`src/rtl/game_ctl_if.sv`:
```
// game_ctl_if: mouse/peer/hit inputs and game status outputs of the game-flow controller
interface game_ctl_if #(
  parameter int TIMER_W = 8,
  parameter int SCORE_W = 10
);
  logic [11:0]        mouse_xpos;
  logic [11:0]        mouse_ypos;
  logic               mouse_left;
  logic               peer_ready;
  logic               target_hit;
  logic [1:0]         state;
  logic [TIMER_W-1:0] time_left;
  logic [SCORE_W-1:0] score;
  logic               game_start;
  logic               game_over;
  modport master (
    output mouse_xpos, mouse_ypos, mouse_left, peer_ready, target_hit,
    input  state, time_left, score, game_start, game_over
  );
  modport slave (
    input  mouse_xpos, mouse_ypos, mouse_left, peer_ready, target_hit,
    output state, time_left, score, game_start, game_over
  );
endinterface

```
`src/rtl/game_ctl.sv`:
```
// game_ctl: IDLE -> WAIT -> GAME -> SCORE flow with seconds countdown, saturating score and start/over pulses
module game_ctl #(
  parameter int CLK_HZ         = 40_000_000,
  parameter int GAME_SEC       = 30,
  parameter int SCORE_HOLD_SEC = 5,
  parameter int TIMER_W        = 8,
  parameter int SCORE_W        = 10,
  parameter int START_X        = 200,
  parameter int START_Y        = 200,
  parameter int STOP_X         = 600,
  parameter int STOP_Y         = 500,
  parameter int BTN_W          = 128,
  parameter int BTN_H          = 64
) (
  input  logic       pclk,
  input  logic       rst,
  game_ctl_if.slave  g
);
  localparam int PW = CLK_HZ > 1 ? $clog2(CLK_HZ) : 1;
  localparam int HW = SCORE_HOLD_SEC > 1 ? $clog2(SCORE_HOLD_SEC) : 1;
  typedef enum logic [1:0] {IDLE, WAIT, GAME, SCORE} state_t;
  state_t             state_q, state_d;
  logic [TIMER_W-1:0] time_q, time_d;
  logic [SCORE_W-1:0] score_q, score_d;
  logic [PW-1:0]      pre_q, pre_d;
  logic [HW-1:0]      hold_q, hold_d;
  logic               ml_q, start_q, start_d, over_q, over_d;
  logic               click, tick, in_start, in_stop, run;
  assign click    = g.mouse_left & ~ml_q;
  assign tick     = pre_q == PW'(CLK_HZ - 1);
  assign run      = state_q == GAME || state_q == SCORE;
  assign in_start = int'(g.mouse_xpos) >= START_X && int'(g.mouse_xpos) <= START_X + BTN_W - 1 &&
                    int'(g.mouse_ypos) >= START_Y && int'(g.mouse_ypos) <= START_Y + BTN_H - 1;
  assign in_stop  = int'(g.mouse_xpos) >= STOP_X && int'(g.mouse_xpos) <= STOP_X + BTN_W - 1 &&
                    int'(g.mouse_ypos) >= STOP_Y && int'(g.mouse_ypos) <= STOP_Y + BTN_H - 1;
  always_ff @(posedge pclk or negedge rst)
    if (!rst) begin
      state_q <= IDLE;
      time_q  <= '0;
      score_q <= '0;
      pre_q   <= '0;
      hold_q  <= '0;
      ml_q    <= 1'b0;
      start_q <= 1'b0;
      over_q  <= 1'b0;
    end else begin
      state_q <= state_d;
      time_q  <= time_d;
      score_q <= score_d;
      pre_q   <= pre_d;
      hold_q  <= hold_d;
      ml_q    <= g.mouse_left;
      start_q <= start_d;
      over_q  <= over_d;
    end
  // peer_ready outranks STOP in WAIT; abort outranks expiry in GAME
  always_comb begin
    state_d = state_q;
    unique case (state_q)
      IDLE:    state_d = click && in_start ? WAIT : IDLE;
      WAIT:    state_d = g.peer_ready ? GAME : click && in_stop ? IDLE : WAIT;
      GAME:    state_d = click && in_stop ? IDLE : tick && time_q <= TIMER_W'(1) ? SCORE : GAME;
      SCORE:   state_d = click && in_start ? WAIT : tick && hold_q == HW'(SCORE_HOLD_SEC - 1) ? IDLE : SCORE;
      default: state_d = IDLE;
    endcase
  end
  always_comb begin
    start_d = state_q == WAIT && state_d == GAME;
    over_d  = state_q == GAME && state_d == SCORE;
    pre_d   = run && state_d == state_q && !tick ? pre_q + 1'b1 : '0;
    hold_d  = state_q != SCORE ? '0 : tick ? hold_q + 1'b1 : hold_q;
    time_d  = start_d ? TIMER_W'(GAME_SEC) :
              state_q != GAME ? time_q :
              state_d == IDLE ? '0 :
              tick ? time_q - 1'b1 : time_q;
    score_d = start_d ? '0 :
              state_q != GAME ? score_q :
              state_d == IDLE ? '0 :
              g.target_hit && score_q != '1 ? score_q + 1'b1 : score_q;
  end
  assign g.state      = state_q;
  assign g.time_left  = time_q;
  assign g.score      = score_q;
  assign g.game_start = start_q;
  assign g.game_over  = over_q;
endmodule

```
`src/flat_wrapper.sv`:
```
// flat-port wrapper written by rule: the top's interface ports become plain ports
module game_ctl_flat 
#(
  parameter int CLK_HZ         = 40_000_000,
  parameter int GAME_SEC       = 30,
  parameter int SCORE_HOLD_SEC = 5,
  parameter int TIMER_W        = 8,
  parameter int SCORE_W        = 10,
  parameter int START_X        = 200,
  parameter int START_Y        = 200,
  parameter int STOP_X         = 600,
  parameter int STOP_Y         = 500,
  parameter int BTN_W          = 128,
  parameter int BTN_H          = 64
)
  (pclk, rst, g_mouse_xpos, g_mouse_ypos, g_mouse_left, g_peer_ready, g_target_hit, g_state, g_time_left, g_score, g_game_start, g_game_over);
  game_ctl_if #(.TIMER_W(TIMER_W), .SCORE_W(SCORE_W)) g_i ();
  input  logic pclk;
  input  logic rst;
  input wire logic [$bits(g_i.mouse_xpos)-1:0] g_mouse_xpos;
  input wire logic [$bits(g_i.mouse_ypos)-1:0] g_mouse_ypos;
  input wire logic [$bits(g_i.mouse_left)-1:0] g_mouse_left;
  input wire logic [$bits(g_i.peer_ready)-1:0] g_peer_ready;
  input wire logic [$bits(g_i.target_hit)-1:0] g_target_hit;
  output wire logic [$bits(g_i.state)-1:0] g_state;
  output wire logic [$bits(g_i.time_left)-1:0] g_time_left;
  output wire logic [$bits(g_i.score)-1:0] g_score;
  output wire logic [$bits(g_i.game_start)-1:0] g_game_start;
  output wire logic [$bits(g_i.game_over)-1:0] g_game_over;
  assign g_i.mouse_xpos = g_mouse_xpos;
  assign g_i.mouse_ypos = g_mouse_ypos;
  assign g_i.mouse_left = g_mouse_left;
  assign g_i.peer_ready = g_peer_ready;
  assign g_i.target_hit = g_target_hit;
  assign g_state = g_i.state;
  assign g_time_left = g_i.time_left;
  assign g_score = g_i.score;
  assign g_game_start = g_i.game_start;
  assign g_game_over = g_i.game_over;
  game_ctl #(.CLK_HZ(CLK_HZ), .GAME_SEC(GAME_SEC), .SCORE_HOLD_SEC(SCORE_HOLD_SEC), .TIMER_W(TIMER_W), .SCORE_W(SCORE_W), .START_X(START_X), .START_Y(START_Y), .STOP_X(STOP_X), .STOP_Y(STOP_Y), .BTN_W(BTN_W), .BTN_H(BTN_H)) u_core (.pclk(pclk), .rst(rst), .g(g_i));
endmodule
```
`config.mk`:
```
export PLATFORM = sky130hd
export DESIGN_NAME = game_ctl_flat
export DESIGN_NICKNAME = d
export VERILOG_FILES = /design/src/rtl/game_ctl_if.sv /design/src/rtl/game_ctl.sv /design/src/flat_wrapper.sv
export SDC_FILE = /design/constraint.sdc
export NUM_CORES = 1
export LEC_CHECK = 0
export CAP_MARGIN = 15
export CORE_MARGIN = 2
export CORE_UTILIZATION = 25
export DETAILED_ROUTE_END_ITERATION = 12
export SYNTH_ARGS = -nofsm -noshare
export SYNTH_HDL_FRONTEND = slang
export SYNTH_SLANG_ARGS = --single-unit
```
`constraint.sdc`:
```
create_clock -name pclk -period 2.7 [get_ports pclk]
set_input_delay 0.54 -clock pclk [delete_from_list [all_inputs] [get_ports pclk]]
set_output_delay 0.54 -clock pclk [all_outputs]
set_load 0.01 [all_outputs]
```
==> flow_summary.toml, run 1 <==
[run_status]
run_status = "complete, no violations"

[yosys]
synth_fa_ha_area_share_pct = 2.64
ys_async_sr_fraction_pct = 100
dominantRegCellSynth = "sky130_fd_sc_hd__dfrtp_1"
post_synth_and_or_nand_nor_area_fraction_pct = 27.9
number_of_instances_in_the_synthesized_netlist = 301
main_combinational_cell_family_by_area_after_synthesis = "simple AND/OR/NAND/NOR gates"
netlist-cell-type-count = 53
synthesis.area_mm2 = 0.00285
mean_instance_size_in_the_synthesized_netlist_um2 = 9.46
synth_mux_area_share_pct = 1.41
synth_sequential_area_ratio_pct = 45.7
ys_seq_elements = 52
synth_enable_flop_cells = 0
synthesis.nets = 336
yosys.area_share.xor_xnor_pct = 8.92
synth_compound_gate_area_share_pct = 10.9
yosysWarnings = 0

[sta]
grt_setup_unrepaired = "no"
hold_viol_final = 0
setup_viol_count_final = 0
slew_headroom_pct = 60.0
timing.clock.skew_ns = 0.00532
fin_crit_sh_pct = 90.5
period_needed_ns = 2.44
worstMarginPinSlew_ns = 0.595
clock.fmax_ghz = 0.409
drv_slew = 0
setup_ws_ns = 0.255

[cts]
post_cts_resized = 0
clk_path_buf_depth = 2
numCtsBuffers = 5
clk_tree_root_cell = "sky130_fd_sc_hd__clkbuf_16"
maximum_level_of_the_cts_h_tree = 2
cts_tree = "done"
worstSkewPairLatency_ns = 0.29
worst_setup_hold_path_clk_slew_ns = 0.07
cts_hold_buffers = 0
cts_setup_buffers = 0
numClockSinks = 52

[critical_path]
required_ns = 2.86
crit_arrival_ns = 2.61
type_of_destination_of_the_critical_path = "flip-flop"
worst_r2r_path_depth = 6
setup.worst_path.start_class = "primary input"
reg2reg_from = "u_core.pre_q[10]$_DFF_PN0_"
worstReg2RegEnd = "u_core.g.time_left[3]$_DFFE_PN0P_"
worst-path-max-fanout = 10
worstSetupPathType = "in -> reg"
setup.reg_to_reg.worst_slack_ns = 0.42
worst_setup_path_startpoint = "g_mouse_ypos[10]"

[route]
wl_per_cell_um = 12.6
antenna_left = 0
vias_per_cell = 4.76
initialDrtViolationCount = 117
vias = 2403
post-route-drc-count = 0
wirelength_um = 6370
dr.pass1.iters = 4

[power_and_ir_drop]
totalPowerFinal_uw = 2250
power-per-cell-area_mw_per_mm2 = 603
peakVddDrop_v = 0.000254
leakage_uw = 0.00151

[placed_design]
port_buffers = 45
preCtsSetupSlack_ns = -0.0616
gp_congestion = 0.771
place.detailed.instances = 497
dp_hpwl_um = 4900

[cells_and_area]
antenna_cells = 0
layout-drive-gt1-share_pct = 9.86
area.growth.synth_to_final_pct = 31.1
layout.nets = 399
post_layout_nonfiller_instances = 505
post-route-util_pct = 34.0
filler_cell_count = 1117

[floorplanning]
std_cell_rows = 38
io_pins = 51
dieHeight_um = 111
core_region_area_mm2 = 0.0110
design.die.area_mm2 = 0.0123
initial_utilization_pct = 25.9
die_w_um = 111

[min_path]
classification_of_the_worst_slack_hold_path = "in -> async"

[global_routing]
grt_antenna_before_repair = 0
grt_usage_pct = 10.6
gr-total-overflow = 0
global_route_wire_length_before_repair_um = 11200
grt_start_max_net_pins = 27
first_global_vias = 2349

[run]
drv.max_cap_violation_count = 0
[worst max path at each step]
| stage | slack (ns) | to |
|---|---|---|
| 3_5_place_dp | -0.06 | u_core.g.score[3]$_DFFE_PN0P_ |
| 5_1_grt | 0.05 | u_core.g.score[9]$_DFFE_PN0P_ |
| 6_report | 0.26 | u_core.g.score[3]$_DFFE_PN0P_ |
| 4_1_cts | 0.22 | u_core.g.score[3]$_DFFE_PN0P_ |
| 3_3_place_gp | -0.05 | u_core.g.score[7]$_DFFE_PN0P_ |
| 2_1_floorplan | 0.53 | u_core.pre_q[17]$_DFF_PN0_ |
[layer usage]
layer	global-route usage [%]	part of all wire, %
met2	18.0	47
met1	14.1	48
met4	1.25	0.36
met5	0	0
met3	3.01	5.1
[state kept, by name (all words and copies together) (netlist names)]
name                 cells
u_core.g.game_over       1
u_core.g.game_start      1
u_core.g.score          10
u_core.g.state           2
u_core.g.time_left       8
u_core.hold_q            3
u_core.ml_q              1
u_core.pre_q            26
[placed cells by master (no fill, tap or decap), types with 5 or more instances in the layout]
| master | synthesis | routed |
|---|---|---|
| sky130_fd_sc_hd__a21oi_1 | 9 | 9 |
| sky130_fd_sc_hd__a31oi_1 | 9 | 9 |
| sky130_fd_sc_hd__and3_1 | 8 | 8 |
| sky130_fd_sc_hd__buf_4 | 0 | 15 |
| sky130_fd_sc_hd__clkbuf_16 | 0 | 5 |
| sky130_fd_sc_hd__clkdlybuf4s50_1 | 0 | 44 |
| sky130_fd_sc_hd__dfrtp_1 | 52 | 52 |
| sky130_fd_sc_hd__ha_1 | 6 | 6 |
| sky130_fd_sc_hd__inv_1 | 13 | 13 |
| sky130_fd_sc_hd__nand2_1 | 27 | 27 |
| sky130_fd_sc_hd__nand3_1 | 17 | 17 |
| sky130_fd_sc_hd__nand4_1 | 6 | 6 |
| sky130_fd_sc_hd__nor2_1 | 37 | 37 |
| sky130_fd_sc_hd__nor3_1 | 12 | 12 |
| sky130_fd_sc_hd__nor4_1 | 6 | 6 |
| sky130_fd_sc_hd__or3_1 | 8 | 8 |
| sky130_fd_sc_hd__xnor2_1 | 14 | 14 |
| sky130_fd_sc_hd__xor2_1 | 15 | 15 |
[worst max-delay path, cell delays in order]
cell                              delay (ns)
sky130_fd_sc_hd__clkdlybuf4s50_1        0.42
sky130_fd_sc_hd__nor4b_1                0.30
sky130_fd_sc_hd__buf_4                  0.17
sky130_fd_sc_hd__nand4_1                0.16
sky130_fd_sc_hd__a2111oi_4              0.30
sky130_fd_sc_hd__buf_4                  0.19
sky130_fd_sc_hd__nand2_1                0.16
sky130_fd_sc_hd__nand3_2                0.25
sky130_fd_sc_hd__a31oi_1                0.12
[cells by family after synthesis]
| group | Yosys count |
|---|---|
| simple gates | 149 |
| flops | 52 |
| compound gates | 43 |
| xor+xnor | 29 |
| buf+inv | 18 |
| fa+ha+maj | 6 |
| mux | 4 |
[synthesized netlist by cell type, drive strengths merged, types with 3 or more instances]
| library cell | n | area share, % |
|---|---|---|
| a21oi | 9 | 1.6 |
| buf | 4 | 0.70 |
| nor2 | 38 | 5.1 |
| nand4 | 6 | 1.3 |
| inv | 13 | 1.7 |
| xor2 | 15 | 4.6 |
| nand3 | 18 | 3.3 |
| xnor2 | 14 | 4.3 |
| nor4 | 7 | 1.8 |
| or3 | 8 | 1.8 |
| mux2i | 4 | 1.4 |
| a31oi | 9 | 2.0 |
| and4 | 3 | 0.92 |
| nand2 | 27 | 3.6 |
| o21ai | 4 | 0.70 |
| and3 | 8 | 1.8 |
| nor4b | 3 | 0.92 |
| nor3 | 14 | 2.8 |
| dfrtp | 52 | 46 |
| nand2b | 3 | 0.66 |
| ha | 6 | 2.6 |
[per-stage QoR]
stage	cell area, um^2	setup TNS, ns	hold slack [ns]
2_1_floorplan	2850	0	0.244
3_3_place_gp	3580	-0.416	0.461
3_5_place_dp	3580	-0.548	0.462
4_1_cts	3730	0	0.154
5_1_grt	3730	0	0.164
6_report	3730	0	0.143
[layout make-up]
type | instances | area (um^2) | area share, %
clock inverters | 1 | 7.51 | 0.201
repair buffers | 61 | 578 | 15.5
clock buffers | 7 | 143 | 3.82
inverters | 13 | 48.8 | 1.31
multi-input cells | 231 | 1480 | 39.6
flip-flops and latches | 52 | 1300 | 34.9
well taps | 140 | 175 | 4.69
[report_power, final]
part           switching (uW)  total (uW)  internal [uW]
combinational             336         656            321
clock                     265         634            369
sequential                100         962            862
(Power assumes the default switching activity.)
==> run 2, diff against run 1 <==
Settings changed: CTS_CLUSTER_SIZE from default to 24, DONT_BUFFER_PORTS from default to 1, GPL_ROUTABILITY_DRIVEN from default to 0.
==> run 2 against run 1 <==
Effect of this change: register-to-register slack about the same; power down 2.2%; critical endpoint is now u_core.g.time_left[2]$_DFFE_PN0P_; sequential power up 4%.
==> flow_summary.toml, run 2 (synthesis gave the netlist of run 1 again) <==
[run_status]
run_status = "complete, no violations"

[floorplanning]
io_pins = 51
core_region_area_mm2 = 0.0110
die_w_um = 111
design.die.area_mm2 = 0.0123
initial_utilization_pct = 25.9
dieHeight_um = 111
std_cell_rows = 38

[sta]
timing.clock.skew_ns = 0.00541
slew_headroom_pct = 60.3
fin_crit_sh_pct = 84.4
drv_slew = 0
final.setup.tns_ns = 0
period_needed_ns = 2.28
worstMarginPinSlew_ns = 0.590
hold_viol_final = 0
clock.fmax_ghz = 0.439
setup_viol_count_final = 0
grt_setup_unrepaired = "no"

[critical_path]
setup.worst_path.start_class = "flip-flop"
crit_arrival_ns = 2.48
worstSetupPathType = "reg -> reg"
worst-path-max-fanout = 5
type_of_destination_of_the_critical_path = "flip-flop"
required_ns = 2.90

[route]
wl_per_cell_um = 13.7
antenna_left = 0
dr.pass1.iters = 4
vias = 2254
vias_per_cell = 5.00
initialDrtViolationCount = 227
post-route-drc-count = 0
wirelength_um = 6170

[run]
drv.max_cap_violation_count = 0

[cts]
worstSkewPairLatency_ns = 0.29
worst_setup_hold_path_clk_slew_ns = 0.07
numCtsBuffers = 5
cts_hold_buffers = 1
maximum_level_of_the_cts_h_tree = 2
clk_path_buf_depth = 2
post_cts_resized = 0
numClockSinks = 52
cts_tree = "done"
clk_tree_root_cell = "sky130_fd_sc_hd__clkbuf_16"
cts_setup_buffers = 0

[cells_and_area]
layout.nets = 345
mostFrequentLayoutCell = "sky130_fd_sc_hd__dfrtp_1"
filler_cell_count = 1131
most-common-layout-cells = "sky130_fd_sc_hd__dfrtp_1, sky130_fd_sc_hd__nor2_1, sky130_fd_sc_hd__nand2_1"
post_layout_nonfiller_instances = 451
largest_register_ffs = 26
antenna_cells = 0
layout-drive-gt1-share_pct = 8.36
area.growth.synth_to_final_pct = 14.8
registers.top_by_ff_count = "u_core.pre_q"

[global_routing]
grt_antenna_before_repair = 0
grt_usage_pct = 10.1
gr-total-overflow = 0
global_route_wire_length_before_repair_um = 10500
first_global_vias = 2136
grt_start_max_net_pins = 53

[min_path]
classification_of_the_worst_slack_hold_path = "in -> async"

[placed_design]
dp_hpwl_um = 4510
port_buffers = 0
place.detailed.instances = 442

[power_and_ir_drop]
power-per-cell-area_mw_per_mm2 = 674
leakage_uw = 0.00132
peakVddDrop_v = 0.000308
==> run 2: path summary, 6_finish.rpt <==
path | start | to | slack, ns | cells after the start
max | u_core.pre_q[19]$_DFF_PN0_ | u_core.g.time_left[2]$_DFFE_PN0P_ | 0.42 | 5
min | rst | u_core.g.score[0]$_DFFE_PN0P_ | 0.1 | 1
max reg2reg | u_core.pre_q[19]$_DFF_PN0_ | u_core.g.time_left[2]$_DFFE_PN0P_ | 0.42 | 5
min reg2reg | u_core.pre_q[0]$_DFF_PN0_ | u_core.pre_q[0]$_DFF_PN0_ | 0.50 | 1
max in group asynchronous | rst | u_core.pre_q[23]$_DFF_PN0_ | 2.37 | 1
min in group pclk | g_mouse_left | u_core.ml_q$_DFF_PN0_ | 0.28 | 0
==> run 2: metrics by stage <==
| stage | worst slack (ns) | instance area, um^2 | util, % | hold slack [ns] | total power (uW) |
|---|---|---|---|---|---|
| global route | 0.244 | 3270 | 29.8 | 0.109 | 2340 |
| global placement | 0.372 | 3060 | 27.8 | 0.245 | 1420 |
| detailed placement | 0.289 | 3060 | 27.8 | 0.245 | 1440 |
| finish | 0.420 | 3270 | 29.8 | 0.0970 | 2200 |
| CTS | 0.417 | 3270 | 29.8 | 0.113 | 2220 |
| floorplan | 0.525 | 2850 | - | 0.244 | 1310 |
==> run 2: power breakdown <==
group          internal (uW)  leakage (uW)  switching, uW
Combinational            173      0.000540            267
Sequential               861      0.000692            144
Clock                    488     0.0000901            271
Total                   1520       0.00132            682
==> run 2: per-layer routing <==
| metal | vias up | share of wire [%] | routed length (um) | GRT usage [%] |
|---|---|---|---|---|
| met5 | - | 0 | 0 | 0 |
| met4 | 0 | 0.42 | 26 | 1.75 |
| met3 | 4 | 6.5 | 399 | 3.66 |
| met2 | 68 | 47 | 2880 | 16.6 |
| met1 | 1082 | 46 | 2860 | 12.9 |
| li1 | 1100 | - | - | - |
==> run 2: layout make-up <==
type / count / area, um^2 / share of cell area [%]
inverter: 13 / 48.8 / 1.49
timing repair buffer: 7 / 85.1 / 2.60
clock inverter: 1 / 30.0 / 0.919
tap: 140 / 175 / 5.36
sequential: 52 / 1300 / 39.8
multi-input combinational: 231 / 1480 / 45.1
clock buffer: 7 / 153 / 4.67
==> run 2: worst max-delay path, cell delays in order, from the launching register on <==
cell                       delay [ns]
sky130_fd_sc_hd__dfrtp_1         0.43
sky130_fd_sc_hd__nor4_1          0.49
sky130_fd_sc_hd__nand3_1         0.22
sky130_fd_sc_hd__or4_4           0.56
sky130_fd_sc_hd__or2_1           0.27
sky130_fd_sc_hd__o211ai_1        0.22
==> run 3, diff against run 2 <==
Clock period 2.7 ns to 1.9 ns, I/O delays scaled along.
==> run 3 against run 2 <==
Effect of this change: the run now ends with setup timing left; clock-buffer cell count fell by 2; largest power group is now combinational logic; sequential power rose by 34%; non-clock buffer count grew 58; critical path depth up 2; sequential share of layout area shrank 8.5 points; final cell count rose by 13%; critical path type unchanged; global-route usage up 1.2 points; power rose by 85%; register-to-register slack got worse by 0.56 ns; first-iteration DRC count is 35% lower; design area up 27%.
==> flow_summary.toml, run 3 (synthesis gave the netlist of run 1 again) <==
[floorplanning]
io_pins = 51
std_cell_rows = 38
die_w_um = 111
initial_utilization_pct = 25.9
design.die.area_mm2 = 0.0123
core_region_area_mm2 = 0.0110
dieHeight_um = 111

[cells_and_area]
area.growth.synth_to_final_pct = 45.8
mostFrequentLayoutCell = "sky130_fd_sc_hd__buf_4"
sequential_cell_area_mm2 = 0.00130
finalInstanceArea_mm2 = 0.00415
antenna_cells = 0
registers.top_by_ff_count = "u_core.pre_q"
layout-drive-gt1-share_pct = 34.4
multiInputGateArea_mm2 = 0.00180
largest_register_ffs = 26
post_layout_nonfiller_instances = 509
layout.nets = 403
most-common-layout-cells = "sky130_fd_sc_hd__buf_4, sky130_fd_sc_hd__dfrtp_1, sky130_fd_sc_hd__nand2_1"
filler_cell_count = 1056

[global_routing]
global_route_wire_length_before_repair_um = 11800
grt_usage_pct = 11.3
grt_start_max_net_pins = 53
gr-total-overflow = 0
grt_antenna_before_repair = 0
first_global_vias = 2539

[critical_path]
crit_slowest_cell = "sky130_fd_sc_hd__or4b_4"
crit_arrival_ns = 2.21
worstSetupPathType = "reg -> reg"
setup.worst_path.start_class = "flip-flop"
required_ns = 2.07
cp_num_buf_inv = 1
crit_path_cell_chain = "nand2_2, or4b_4, or3_4, buf_6, nor4_4, xnor2_1, o21ai_1"
worst-path-max-fanout = 4
critical_path.top_delay_family = "simple AND/OR/NAND/NOR gates"
critical_path.max_stage_delay_ns = 0.51
type_of_destination_of_the_critical_path = "flip-flop"

[route]
wirelength_um = 7220
post-route-drc-count = 0
initialDrtViolationCount = 148
vias_per_cell = 4.92
vias = 2504
wl_per_cell_um = 14.2
antenna_left = 0
dr.pass1.iters = 4

[min_path]
classification_of_the_worst_slack_hold_path = "in -> reg"

[power_and_ir_drop]
peakVddDrop_v = 0.000504
power-per-cell-area_mw_per_mm2 = 982
leakage_uw = 0.00170
totalPowerFinal_uw = 4080

[cts]
maximum_level_of_the_cts_h_tree = 2
cts_tree = "done"
numCtsBuffers = 5
worstSkewPairLatency_ns = 0.29
numClockSinks = 52
clk_tree_root_cell = "sky130_fd_sc_hd__clkbuf_16"
clk_path_buf_depth = 2
worst_setup_hold_path_clk_slew_ns = 0.07

[sta]
grt_setup_unrepaired = "yes"
hold_viol_final = 0
slew_headroom_pct = 69.5
period_needed_ns = 2.04
setup_ws_ns = -0.140
fin_crit_sh_pct = 107
clock.fmax_ghz = 0.490
worstMarginPinSlew_ns = 0.444
timing.clock.skew_ns = 0.00589
setup_viol_count_final = 42
hold_slack_ns = 0.116
drv_slew = 0

[placed_design]
post_dp_cell_area_mm2 = 0.00344
place.detailed.instances = 487
dp_hpwl_um = 4830
port_buffers = 0

[run_status]
run_status = "complete, but fails checks"
failed_checks = "setup timing"

[run]
drv.max_cap_violation_count = 0
[run 3: metal layers]
layer	share of wire (%)	up-vias	global-route usage, %
met5	0	-	0
li1	-	1215	-
met3	5.9	11	2.95
met2	50	75	19.8
met4	1.2	0	1.92
met1	43	1203	14.2
[run 3: path summary, 6_finish.rpt]
check | startpoint | end | slack, ns | cells past startpoint
worst min-delay path | g_mouse_left | u_core.ml_q$_DFF_PN0_ | 0.12 | 0
max in group asynchronous | rst | u_core.pre_q[13]$_DFF_PN0_ | 1.04 | 2
worst max-delay path | u_core.pre_q[22]$_DFF_PN0_ | u_core.g.time_left[4]$_DFFE_PN0P_ | -0.14 | 7
min in group asynchronous | rst | u_core.g.score[6]$_DFFE_PN0P_ | 0.61 | 2
worst min register to register | u_core.pre_q[0]$_DFF_PN0_ | u_core.pre_q[0]$_DFF_PN0_ | 0.55 | 2
worst max register to register | u_core.pre_q[22]$_DFF_PN0_ | u_core.g.time_left[4]$_DFFE_PN0P_ | -0.14 | 7
[run 3: worst register-to-register path: stages (launching register included)]
cell                      delay [ns]
sky130_fd_sc_hd__dfrtp_1        0.38
sky130_fd_sc_hd__nand2_2        0.07
sky130_fd_sc_hd__or4b_4         0.51
sky130_fd_sc_hd__or3_4          0.43
sky130_fd_sc_hd__buf_6          0.13
sky130_fd_sc_hd__nor4_4         0.15
sky130_fd_sc_hd__xnor2_1        0.16
sky130_fd_sc_hd__o21ai_1        0.09
[run 3: area by class of cell]
| type | count | share of cell area (%) |
|---|---|---|
| Multi-Input combinational cell | 231 | 43.4 |
| Timing Repair Buffer | 65 | 14.7 |
| Clock inverter | 3 | 2.17 |
| Tap cell | 140 | 4.22 |
| Sequential cell | 52 | 31.3 |
| Inverter | 13 | 1.18 |
| Clock buffer | 5 | 3.01 |
[run 3: report_power, final]
part	internal (uW)	total (uW)	leakage [uW]	switching (uW)
clock network	888	1300	0.000104	413
logic	672	1440	0.000909	765
registers	1220	1340	0.000692	115
[run 3: metrics by stage]
step	setup slack (ns)	TNS (ns)	utilization [%]
6_report	-0.140	-1.82	37.8
5_1_grt	-0.233	-6.43	37.8
4_1_cts	-0.144	-1.57	34.9
3_5_place_dp	-0.197	-5.59	31.4
3_3_place_gp	-0.111	-2.39	31.4
2_1_floorplan	-0.0317	-0.640	-
[run 3: what timing repair did]
item	in CTS	in global routing
hold buffers	2	0
buffers inserted	5	4
endpoints found under the hold margin	52	0
gates cloned	1	2
gates resized for setup	11	59
setup endpoints to repair	45	47
pin swaps	9	25
